[src/rtl/latsnq_pipe_bank_pkg.sv]
// Shared defaults for the settable, scannable register pipeline bank.
package latsnq_pipe_bank_pkg;
    localparam int DEF_WIDTH = 4;
    localparam int DEF_DEPTH = 2;
endpackage

[src/rtl/latsnq_pipe_bank_if.sv]
// Data/control bundle of the pipeline bank; clock and reset stay separate ports.
interface latsnq_pipe_bank_if
    import latsnq_pipe_bank_pkg::*;
#(
    parameter int WIDTH = DEF_WIDTH
);
    logic             E;
    logic [WIDTH-1:0] D;
    logic             DV;
    logic             SETN;
    logic             SE;
    logic             SI;
    logic [WIDTH-1:0] Q;
    logic             QV;
    logic             SO;

    modport master (output E, D, DV, SETN, SE, SI, input Q, QV, SO);
    modport slave  (input E, D, DV, SETN, SE, SI, output Q, QV, SO);
endinterface

[src/rtl/latsnq_pipe_stage.sv]
// One WIDTH-bit stage: data + valid, with scan > preset > advance > hold.
module latsnq_pipe_stage
    import latsnq_pipe_bank_pkg::*;
#(
    parameter int               WIDTH     = DEF_WIDTH,
    parameter logic [WIDTH-1:0] SET_VALUE = {WIDTH{1'b1}},
    parameter bit               SET_VALID = 1'b0
) (
    input  logic             clk,
    input  logic             rst_n,
    input  logic             scan_en,
    input  logic             set_n,
    input  logic             adv,
    input  logic [WIDTH-1:0] d,
    input  logic             dv,
    input  logic             si,
    output logic [WIDTH-1:0] q,
    output logic             qv
);
    logic [WIDTH-1:0] scan_next;

    // Scan enters at bit 0 and moves toward the MSB, which feeds the next stage.
    generate
        if (WIDTH == 1) begin : g_w1
            assign scan_next = si;
        end else begin : g_wn
            assign scan_next = {q[WIDTH-2:0], si};
        end
    endgenerate

    always_ff @(posedge clk or negedge rst_n) begin
        if (!rst_n) begin
            q  <= '0;
            qv <= 1'b0;
        end else if (scan_en) begin
            q  <= scan_next;
        end else if (!set_n) begin
            q  <= SET_VALUE;
            qv <= SET_VALID;
        end else if (adv) begin
            q  <= d;
            qv <= dv;
        end
    end
endmodule

[src/rtl/latsnq_pipe_bank.sv]
// WIDTH x DEPTH settable, scannable delay bank; stitches stages into one pipe and one chain.
module latsnq_pipe_bank
    import latsnq_pipe_bank_pkg::*;
#(
    parameter int               WIDTH     = DEF_WIDTH,
    parameter int               DEPTH     = DEF_DEPTH,
    parameter logic [WIDTH-1:0] SET_VALUE = {WIDTH{1'b1}},
    parameter bit               SET_VALID = 1'b0
) (
    input  logic                 CLK,
    input  logic                 RN,
    latsnq_pipe_bank_if.slave    bus
);
    logic [DEPTH-1:0][WIDTH-1:0] data;
    logic [DEPTH-1:0]            vld;
    logic [DEPTH-1:0][WIDTH-1:0] d_in;
    logic [DEPTH-1:0]            v_in;
    logic [DEPTH-1:0]            s_in;

    generate
        for (genvar s = 0; s < DEPTH; s++) begin : g_stage
            if (s == 0) begin : g_head
                assign d_in[s] = bus.D;
                assign v_in[s] = bus.DV;
                assign s_in[s] = bus.SI;
            end else begin : g_body
                assign d_in[s] = data[s-1];
                assign v_in[s] = vld[s-1];
                assign s_in[s] = data[s-1][WIDTH-1];
            end

            latsnq_pipe_stage #(
                .WIDTH    (WIDTH),
                .SET_VALUE(SET_VALUE),
                .SET_VALID(SET_VALID)
            ) u_stage (
                .clk    (CLK),
                .rst_n  (RN),
                .scan_en(bus.SE),
                .set_n  (bus.SETN),
                .adv    (bus.E),
                .d      (d_in[s]),
                .dv     (v_in[s]),
                .si     (s_in[s]),
                .q      (data[s]),
                .qv     (vld[s])
            );
        end
    endgenerate

    assign bus.Q  = data[DEPTH-1];
    assign bus.QV = vld[DEPTH-1];
    assign bus.SO = data[DEPTH-1][WIDTH-1];
endmodule
[src/flat_wrapper.sv]
// flat-port wrapper written by rule: the top's interface ports become plain ports
module latsnq_pipe_bank_flat import latsnq_pipe_bank_pkg::*;
#(
    parameter int               WIDTH     = DEF_WIDTH,
    parameter int               DEPTH     = DEF_DEPTH,
    parameter logic [WIDTH-1:0] SET_VALUE = {WIDTH{1'b1}},
    parameter bit               SET_VALID = 1'b0
)
  (CLK, RN, bus_E, bus_D, bus_DV, bus_SETN, bus_SE, bus_SI, bus_Q, bus_QV, bus_SO);
  latsnq_pipe_bank_if #(.WIDTH(WIDTH)) bus_i ();
  input  logic CLK;
  input  logic RN;
  input wire logic [$bits(bus_i.E)-1:0] bus_E;
  input wire logic [$bits(bus_i.D)-1:0] bus_D;
  input wire logic [$bits(bus_i.DV)-1:0] bus_DV;
  input wire logic [$bits(bus_i.SETN)-1:0] bus_SETN;
  input wire logic [$bits(bus_i.SE)-1:0] bus_SE;
  input wire logic [$bits(bus_i.SI)-1:0] bus_SI;
  output wire logic [$bits(bus_i.Q)-1:0] bus_Q;
  output wire logic [$bits(bus_i.QV)-1:0] bus_QV;
  output wire logic [$bits(bus_i.SO)-1:0] bus_SO;
  assign bus_i.E = bus_E;
  assign bus_i.D = bus_D;
  assign bus_i.DV = bus_DV;
  assign bus_i.SETN = bus_SETN;
  assign bus_i.SE = bus_SE;
  assign bus_i.SI = bus_SI;
  assign bus_Q = bus_i.Q;
  assign bus_QV = bus_i.QV;
  assign bus_SO = bus_i.SO;
  latsnq_pipe_bank #(.WIDTH(WIDTH), .DEPTH(DEPTH), .SET_VALUE(SET_VALUE), .SET_VALID(SET_VALID)) u_core (.CLK(CLK), .RN(RN), .bus(bus_i));
endmodule
[config.mk]
export PLATFORM = sky130hd
export DESIGN_NAME = latsnq_pipe_bank_flat
export DESIGN_NICKNAME = d
export VERILOG_FILES = /design/src/rtl/latsnq_pipe_bank_pkg.sv /design/src/rtl/latsnq_pipe_bank_if.sv /design/src/rtl/latsnq_pipe_stage.sv /design/src/rtl/latsnq_pipe_bank.sv /design/src/flat_wrapper.sv
export SDC_FILE = /design/constraint.sdc
export NUM_CORES = 1
export LEC_CHECK = 0
export ABC_AREA = 1
export BUFFER_PORTS_ARGS = -buffer_cell sky130_fd_sc_hd__buf_2
export CAP_MARGIN = 20
export CORE_MARGIN = 3
export CORE_UTILIZATION = 45
export DETAILED_ROUTE_END_ITERATION = 6
export PLACE_DENSITY = 0.7
export SYNTH_ARGS = -nofsm -noshare
export SYNTH_HDL_FRONTEND = slang
export SYNTH_SLANG_ARGS = --single-unit
[constraint.sdc]
create_clock -name CLK -period 1.1 [get_ports CLK]
set_input_delay 0.055 -clock CLK [delete_from_list [all_inputs] [get_ports CLK]]
set_output_delay 0.055 -clock CLK [all_outputs]
set_load 0.01 [all_outputs]
==> flow_summary_export.csv, run 1 <==
group,metric,value,unit
timing,layout_setup_ws,243,ps
clocking,cts_buffers,3,
route,avgRoutedWirePerCell,11.2,um
placed_design,numPlacedInstances,103,
clocking,numClockSinks,10,
clocking,cts_tree,"yes",
synthesis,mappedNetlistArea,641,sq um
floorplanning,io_pins,17,
timing,worst_slew_pin_slew,288,ps
global_route,grt_pass1_wl,2120,um
hold_path,hold_path_class,"in2reg",
clocking,worstSkewPairLatency,260,ps
critical_path,critPathCaptureType,"output pin",
critical_path,crit_arrival,800,ps
clocking,htreeDepth,1,
route,drc,0,
placed_design,place_area,673,sq um
route,drt-total-wl,1200,um
synthesis,synth_compound_area_share,4.10,%
synthesis,synthMuxAreaShare,0,%
synthesis,syn_nets,89,
global_route,grt_pass1_vias,492,
placed_design,pre_cts_slack,259,ps
critical_path,path_buf_inv,1,
pwr,p_leak,0.379,nW
floorplanning,rows,12,
synthesis,seq_area_frac_synth,39.1,%
cells_and_area,n_fill_cell,120,
synthesis,syn_inst,78,
timing,fin_setup_tns,0,ps
critical_path,start_kind,"flop",
synthesis,synth_top_area_share,39.1,%
route,drt_pass1_iterations,4,
timing,hold_ws,80.2,ps
route,antenna_left,0,
critical_path,critical-path-max-stage-delay,390,ps
global_route,grt_max_degree,17,
route,detailroute.via_count,542,
clocking,post_cts_buffers,0,
global_route,globalRouteOverflowTotal,0,
timing,finalCritPeriodShare,77.9,%
clocking,holdBufCountCts,1,
clocking,cts-root-buf,"clkbuf_4",
critical_path,cp_top_family,"flip-flops",
clocking,clk_path_buf_depth,2,
critical_path,cp_num_cells,1,
pwr,ir_drop,618,uV
timing,max_freq,1170,MHz
critical_path,worstPathCellList,"buf_2",
critical_path,cp_slowest_cell,"dfrtp_1",
floorplanning,dieArea,0.00191,sq mm
synthesis,synth_cell_types,15,
timing,maxSlewViolCount,0,
pwr,p_sw,0.267,mW
cells_and_area,syn_to_final_growth,10.2,%
cells_and_area,nNetsFinal,106,
run_status,status,"finished, final reports clean",
timing,slew-limit-headroom,80.8,%
critical_path,critical_path.max_fanout,3,
critical_path,critPathKind,"reg2out",
cells_and_area,final_util,58.0,%
synthesis,synth_top_family_by_area,"simple AND/OR/NAND/NOR gates",
cells_and_area,antenna_cells,0,
pwr,p_clk_share,28.1,%
synthesis,synth_xor_area_share,0,%
synthesis,yosys_register_bits,10,
global_route,antenna_found_initial,0,
global_route,grt_usage,15.0,%
cells_and_area,design_area,706,sq um
floorplanning,start_util,52.7,%
placed_design,dpl.hpwl,873,um
floorplanning,core,0.00122,sq mm
run,cap_violations,0,
route,drtIter0Drc,6,
synthesis,synthAdderAreaFrac,0,%
pwr,switching_share,30.3,%
critical_path,reg2regPathDepth,4,
timing,rsz0062_at_grt,"false",
synthesis,yosysTopAreaCell,"dfrtp_1",
placed_design,placement.io_buffers,16,
timing,hold_viol_final,0,
clocking,clkTransAtPathRegs,60,ps
floorplanning,die_w,43.7,um
pwr,comb_power_share,22.1,%
pwr,intPower,0.614,mW
pwr,seqPwrFrac,49.8,%
timing,finalCriticalPeriod,857,ps
hold_path,holdPathStages,3,
synthesis,avgSynthCellArea,8.21,sq um
timing,setup_viol_count_final,0,
cells_and_area,stdcell_count,107,
floorplanning,die-height,43.7,um
synthesis,yosys_warnings,0,
synthesis,synth-simple-area-share,37.3,%
clocking,cts_resized,0,
pwr,power,0.881,mW
timing,fin_skew,1.15,ps
route,vias_per_cell,5.07,
cells_and_area,layout-drive-gt1-share,32.3,%
placed_design,gp_congestion,0.755,
critical_path,worst_ep_required_time,1040,ps
synthesis,synth_area_leaders,"dfrtp_1 39%, nand3_1 13%, nand2_1 8.8%, buf_6 7.0%, nand4_1 6.8%",
pwr,power.density,1250,mW/mm^2
kinds of logic after synthesis:
kind of cell	count (synthesis)
simple gates	45
buf+inv	20
flops	10
compound gates	3
layer usage:
layer / track usage, % / wire, um / vias up
met5: 0 / 0 / -
met3: 7.05 / 59 / 8
met4: 8.43 / 38 / 0
met2: 18.9 / 525 / 15
li1: - / - / 287
met1: 20.7 / 576 / 232
synthesized netlist by cell type:
cell	number
buf_4	1
o21ai_1	1
buf_12	1
nand2_1	15
inv_1	11
nor2_4	1
o21ai_0	1
buf_6	4
nand2_2	2
inv_2	3
nand4_1	7
dfrtp_1	10
a21oi_4	1
nand3_1	17
nand3_2	3
path summary, 6_finish.rpt:
path                                           startpoint  slack, ps                              to
setup reg to reg           u_core.g_stage[0].u_stage.q[0]        320  u_core.g_stage[1].u_stage.q[0]
max in group asynchronous                              RN        730  u_core.g_stage[0].u_stage.q[1]
min in group asynchronous                              RN        180  u_core.g_stage[1].u_stage.q[1]
setup / recovery           u_core.g_stage[1].u_stage.q[0]        240                        bus_Q[0]
hold reg to reg            u_core.g_stage[1].u_stage.q[1]        520  u_core.g_stage[1].u_stage.q[2]
hold / removal                                      bus_E         80    u_core.g_stage[1].u_stage.qv
power by group through the flow:
stage | sequential [mW] | combinational, mW | clock, mW
final | 0.439 | 0.194 | 0.248
after global routing | 0.447 | 0.224 | 0.278
after CTS | 0.439 | 0.197 | 0.256
after detailed placement | 0.446 | 0.192 | 0
after global placement | 0.445 | 0.192 | 0
after floorplan | 0.452 | 0.140 | 0
flip-flops by register name, indices dropped and copies added, names as in the netlist:
signal / count
u_core.g_stage.u_stage.q: 8
u_core.g_stage.u_stage.qv: 2
area by class of cell:
class	instances	area, sq um	share of cell area [%]
Tap cell	14	17.5	2.48
Multi-Input combinational cell	48	265	37.6
Sequential cell	10	250	35.5
Inverter	14	52.6	7.45
Clock buffer	3	22.5	3.19
Timing Repair Buffer	18	97.6	13.8
cell usage in the layout, fill, tap and decap left out:
cell           Yosys  layout
nand4_1            7       7
buf_2              0      16
nand3_1           17      17
dlygate4sd3_1      0       1
nand3_2            3       3
inv_1             11      11
nand2_1           15      15
o21ai_1            1       1
dfrtp_1           10      10
nor2_4             1       1
clkbuf_4           0       3
o21ai_0            1       1
inv_2              3       3
a21oi_4            1       1
buf_4              1       1
nand2_2            2       2
Power figures use the tool's default switching activity.
==> run 2: changes to the inputs <==
==> constraint.sdc (replaced) <==
create_clock -name CLK -period 0.8 [get_ports CLK]
set_input_delay 0.04 -clock CLK [delete_from_list [all_inputs] [get_ports CLK]]
set_output_delay 0.04 -clock CLK [all_outputs]
set_load 0.01 [all_outputs]
==> run 2 against run 1 <==
Compared with the run above: non-clock buffer count is 9 higher; total power is 59% higher; highest routed layer unchanged; largest power group unchanged; setup slack worse by 310 ps; the flow now finishes with violations (setup timing); global-route usage is 1.4 points higher; register-to-register slack worse by 290 ps; clock-buffer cell count is 1 higher; critical path depth stayed put; sequential cell count stayed put.
==> flow_summary_export.csv, run 2 (synthesis results as in run 1) <==
group,metric,value,unit
timing,fin_setup_tns,-261,ps
route,detailroute.via_count,583,
global_route,grt-busiest-layer,"met2",
cells_and_area,largestRegisters,"u_core.g_stage.u_stage.q (8), u_core.g_stage.u_stage.qv (2)",
hold_path,hold_path_class,"in2reg",
timing,slew-limit-headroom,84.4,%
timing,rsz0062_at_grt,"true",
critical_path,worst_ep_required_time,760,ps
clocking,clkTransAtPathRegs,70,ps
timing,fin_skew,7.96,ps
critical_path,critical-path-max-stage-delay,410,ps
timing,finalCritPeriodShare,109,%
clocking,worstSkewPairLatency,270,ps
global_route,met3_usage,3.32,%
critical_path,worstPathCellList,"buf_2",
floorplanning,rows,12,
clocking,cts_buffers,3,
timing,hold_ws,28.1,ps
floorplanning,core,0.00122,sq mm
clocking,cts_tree,"yes",
critical_path,cp_top_family,"flip-flops",
cells_and_area,final_util,66.0,%
global_route,grtUsageMet1,21.8,%
pwr,p_sw,0.403,mW
cells_and_area,multi_input_area,265,sq um
critical_path,critPathCaptureType,"output pin",
floorplanning,start_util,52.7,%
clocking,clk_path_buf_depth,2,
route,avgRoutedWirePerCell,11.6,um
critical_path,start_kind,"flop",
clocking,cts-root-buf,"clkbuf_4",
route,vias_per_cell,4.98,
run,cap_violations,0,
cells_and_area,syn_to_final_growth,25.4,%
run_status,status,"finished with violations",
cells_and_area,design_area,803,sq um
critical_path,critPathKind,"reg2out",
global_route,grt_pass1_vias,571,
floorplanning,io_pins,17,
cells_and_area,mostFrequentLayoutCells,"17 x nand3_1, 16 x buf_2, 15 x nand2_1",
critical_path,reg2regPathDepth,3,
pwr,ir_drop,1260,uV
route,drtIter0Drc,26,
timing,finalCriticalPeriod,870,ps
critical_path,cp_num_cells,1,
hold_path,holdPathStages,3,
floorplanning,die-height,43.7,um
cells_and_area,largest_register_ffs,8,
floorplanning,dieArea,0.00191,sq mm
global_route,grt_max_degree,11,
global_route,met2_usage,25.0,%
floorplanning,die_w,43.7,um
cells_and_area,antenna_cells,0,
critical_path,path_buf_inv,1,
route,drt-total-wl,1360,um
timing,hold_viol_final,0,
critical_path,critical_path.max_fanout,3,
pwr,p_clk_share,33.1,%
pwr,power,1.40,mW
cells_and_area,n_fill_cell,105,
pwr,power.density,1740,mW/mm^2
placed_design,dpl.hpwl,989,um
pwr,comb_power_share,23.7,%
cells_and_area,final_common_cell,"nand3_1",
cells_and_area,largest-register,"u_core.g_stage.u_stage.q",
route,drt_pass1_iterations,4,
timing,layout_setup_ws,-70.0,ps
cells_and_area,layout-drive-gt1-share,38.8,%
clocking,htreeDepth,1,
pwr,intPower,0.997,mW
global_route,grt_usage,16.4,%
clocking,numClockSinks,10,
timing,maxSlewViolCount,0,
pwr,switching_share,28.8,%
critical_path,crit_arrival,830,ps
timing,max_freq,1150,MHz
placed_design,placement.io_buffers,16,
pwr,seqPwrFrac,43.1,%
run_status,failed_checks,"setup timing",
timing,setup_viol_count_final,6,
route,drc,0,
placed_design,place_area,738,sq um
route,antenna_left,0,
global_route,globalRouteOverflowTotal,0,
critical_path,cp_slowest_cell,"dfrtp_1",
cells_and_area,nNetsFinal,115,
timing,worst_slew_pin_slew,234,ps
cells_and_area,ff_latch_area,250,sq um
pwr,p_leak,0.436,nW
global_route,grt_pass1_wl,2380,um
global_route,antenna_found_initial,0,
placed_design,gp_congestion,0.761,
==> run 2: final cells by class <==
type | count | area share [%]
Multi-Input combinational cell | 48 | 33.0
Sequential cell | 10 | 31.2
Timing Repair Buffer | 27 | 22.6
Inverter | 14 | 6.54
Clock buffer | 4 | 4.52
Tap cell | 14 | 2.18
==> run 2: layer usage <==
layer  share of wire, %  vias up
li1                   -      303
met2                 46       24
met5                  0        -
met3                7.1        3
met1                 46      253
met4                1.5        0
==> run 2: worst min-delay path, delay by kind of cell <==
family | cells | cell delay (ps)
AO/OA/AOI/OAI | 1 | 80
buffers and inverters | 1 | 70
AND/OR/NAND/NOR | 1 | 60
==> run 2: timing repair <==
action	in CTS	in global routing
pin swaps	0	3
hold endpoints to repair	10	0
hold buffers	1	0
setup buffers	1	1
setup endpoints to repair	6	9
resized for setup	0	1
==> run 2: path summary, 6_finish.rpt <==
| kind | startpoint | end | slack [ps] |
|---|---|---|---|
| setup / recovery | u_core.g_stage[1].u_stage.q[1] | bus_Q[1] | -70 |
| hold / removal | bus_DV | u_core.g_stage[0].u_stage.qv | 30 |
| setup reg to reg | u_core.g_stage[1].u_stage.q[3] | u_core.g_stage[1].u_stage.q[3] | 30 |
| hold reg to reg | u_core.g_stage[1].u_stage.q[2] | u_core.g_stage[1].u_stage.q[3] | 530 |
| max in group asynchronous | RN | u_core.g_stage[0].u_stage.q[0] | 450 |
| min in group asynchronous | RN | u_core.g_stage[1].u_stage.q[3] | 150 |
==> run 2: stage by stage <==
stage,worst slack [ps],instances
3_3_place_gp,56.0,110
4_1_cts,-72.3,116
6_report,-70.0,117
3_5_place_dp,49.7,110
2_1_floorplan,105,78
5_1_grt,-107,117
==> run 2: power by group through the flow <==
| stage | clock, mW | combinational, mW | sequential (mW) |
|---|---|---|---|
| after detailed placement | 0 | 0.303 | 0.613 |
| after global placement | 0 | 0.300 | 0.611 |
| after floorplan | 0 | 0.193 | 0.621 |
| final | 0.464 | 0.332 | 0.604 |
| after global routing | 0.508 | 0.373 | 0.612 |
| after CTS | 0.476 | 0.321 | 0.602 |
==> run 3: changes to the inputs <==
--- a/config.mk
+++ b/config.mk
@@ -10,7 +10,9 @@
 export CAP_MARGIN = 20
 export CORE_MARGIN = 3
 export CORE_UTILIZATION = 45
+export CTS_BUF_LIST = sky130_fd_sc_hd__clkbuf_2
 export DETAILED_ROUTE_END_ITERATION = 6
+export GPL_TIMING_DRIVEN = 0
 export PLACE_DENSITY = 0.7
 export SYNTH_ARGS = -nofsm -noshare
 export SYNTH_HDL_FRONTEND = slang
==> run 3 against run 2 <==
Compared with the run above: the run still ends with setup timing left; via count is 0.51% higher; wire length decreased by 0.37%; cell area up 1.2%; largest cell class unchanged; clock power decreased by 38%; sequential power down 0.8%; global-route usage rose by 0.11 points; hold slack gained 2.6 ps; critical path depth increased by 1; die area unchanged; sequential cell count is the same; setup slack got worse by 67 ps.
==> flow_summary_export.csv, run 3 (synthesis results as in run 1) <==
group,metric,value,unit
critical_path,critPathCaptureType,"output pin",
floorplanning,rows,12,
placed_design,pre_cts_slack,49.8,ps
pwr,intPower,0.863,mW
clocking,worstSkewPairLatency,250,ps
cells_and_area,largest_register_ffs,8,
cells_and_area,mostFrequentLayoutCells,"17 x nand3_1, 15 x nand2_1, 14 x buf_2",
critical_path,critical_path.max_fanout,3,
placed_design,place_area,733,sq um
pwr,seqPwrFrac,47.2,%
critical_path,start_kind,"flop",
timing,worst_slew_pin_slew,225,ps
floorplanning,die_w,43.7,um
cells_and_area,nNetsFinal,115,
cells_and_area,largestRegisters,"u_core.g_stage.u_stage.q (8), u_core.g_stage.u_stage.qv (2)",
cells_and_area,layout-drive-gt1-share,37.9,%
timing,layout_setup_ws,-137,ps
hold_path,hold_path_class,"in2reg",
clocking,clkTransAtPathRegs,100,ps
critical_path,critPathKind,"reg2out",
run,cap_violations,0,
cells_and_area,design_area,813,sq um
pwr,switching_share,32.0,%
route,detailroute.via_count,586,
floorplanning,start_util,52.7,%
floorplanning,core,0.00122,sq mm
pwr,p_leak,0.439,nW
pwr,power.density,1560,mW/mm^2
run_status,failed_checks,"setup timing",
pwr,ir_drop,938,uV
route,drtIter0Drc,10,
clocking,cts-root-buf,"clkbuf_2",
timing,finalCritPeriodShare,117,%
global_route,grt_max_degree,11,
pwr,comb_power_share,29.9,%
global_route,grt_usage,16.5,%
pwr,p_clk_share,22.9,%
timing,fin_skew,1.80,ps
clocking,numClockSinks,10,
route,vias_per_cell,5.01,
placed_design,dpl.hpwl,916,um
clocking,cts_tree,"yes",
run_status,status,"finished with violations",
cells_and_area,final_util,66.9,%
clocking,htreeDepth,1,
clocking,clk_path_buf_depth,2,
route,avgRoutedWirePerCell,11.6,um
cells_and_area,largest-register,"u_core.g_stage.u_stage.q",
route,drc,0,
timing,slew-limit-headroom,85.0,%
critical_path,crit_arrival,900,ps
timing,setup_viol_count_final,6,
global_route,globalRouteOverflowTotal,0,
route,antenna_left,0,
floorplanning,io_pins,17,
timing,max_freq,1070,MHz
pwr,p_sw,0.406,mW
placed_design,gp_congestion,0.717,
cells_and_area,final_common_cell,"nand3_1",
global_route,grt_pass1_wl,2350,um
floorplanning,dieArea,0.00191,sq mm
route,drt_pass1_iterations,4,
critical_path,worst_ep_required_time,760,ps
floorplanning,die-height,43.7,um
timing,rsz0062_at_grt,"true",
timing,maxSlewViolCount,0,
global_route,grt_pass1_vias,550,
timing,hold_viol_final,0,
timing,finalCriticalPeriod,937,ps
placed_design,placement.io_buffers,15,
cells_and_area,antenna_cells,0,
clocking,cts_buffers,3,
cells_and_area,syn_to_final_growth,27.0,%
route,drt-total-wl,1360,um
global_route,antenna_found_initial,0,
[run 3: layout make-up]
type / count / area, sq um
timing repair buffer: 21 / 133
clock inverter: 1 / 3.75
fill: 103 / 403
buffer: 6 / 76.3
clock buffer: 3 / 15.0
inverter: 14 / 52.6
multi-input combinational: 48 / 265
tap: 14 / 17.5
sequential: 10 / 250
[run 3: worst max-delay path, cell delays in order (launching register included)]
cell and delay, ps:
dfrtp_1 410, buf_6 120, buf_6 110
[run 3: power by group through the flow]
stage          combinational [mW]  sequential [mW]  clock [mW]
3_3_place_gp                0.306            0.610           0
4_1_cts                     0.374            0.596       0.295
2_1_floorplan               0.193            0.621           0
5_1_grt                     0.423            0.609       0.322
3_5_place_dp                0.309            0.611           0
6_report                    0.380            0.599       0.290
[run 3: per-layer routing]
metal	part of all wire, %	vias to the layer above	GRT usage, %
met2	48	20	26.7
met5	0	-	0
met3	5.8	5	3.73
li1	-	303	-
met1	44	258	20.8
met4	2.1	0	7.23
[run 3: metrics by stage]
stage                     power [mW]  setup TNS, ps  instances  hold WS, ps
after CTS                       1.27           -337        116         29.8
after detailed placement       0.921              0        107        -88.2
after global routing            1.35           -723        117         40.4
after floorplan                0.814              0         78         -256
final                           1.27           -332        117         30.7
after global placement         0.916              0        107        -93.6
[run 3: repair_timing]
| action | in CTS | in global routing |
|---|---|---|
| gates cloned | 0 | 0 |
| endpoints found under the setup margin | 6 | 10 |
| hold buffers | 1 | 0 |
| pin swaps | 3 | 2 |
| gates resized for setup | 2 | 1 |
| endpoints found under the hold margin | 10 | 0 |
| buffers inserted | 4 | 1 |
[run 3: worst paths after layout]
| check | start | to | slack (ps) | cells past startpoint |
|---|---|---|---|---|
| hold / removal | bus_DV | u_core.g_stage[0].u_stage.qv | 30 | 3 |
| min in group asynchronous | RN | u_core.g_stage[1].u_stage.q[2] | 160 | 2 |
| hold reg to reg | u_core.g_stage[0].u_stage.qv | u_core.g_stage[1].u_stage.qv | 530 | 2 |
| setup / recovery | u_core.g_stage[1].u_stage.q[3] | bus_Q[3] | -140 | 2 |
| setup reg to reg | u_core.g_stage[1].u_stage.q[0] | u_core.g_stage[1].u_stage.q[0] | 10 | 3 |
| max in group asynchronous | RN | u_core.g_stage[0].u_stage.q[0] | 460 | 2 |
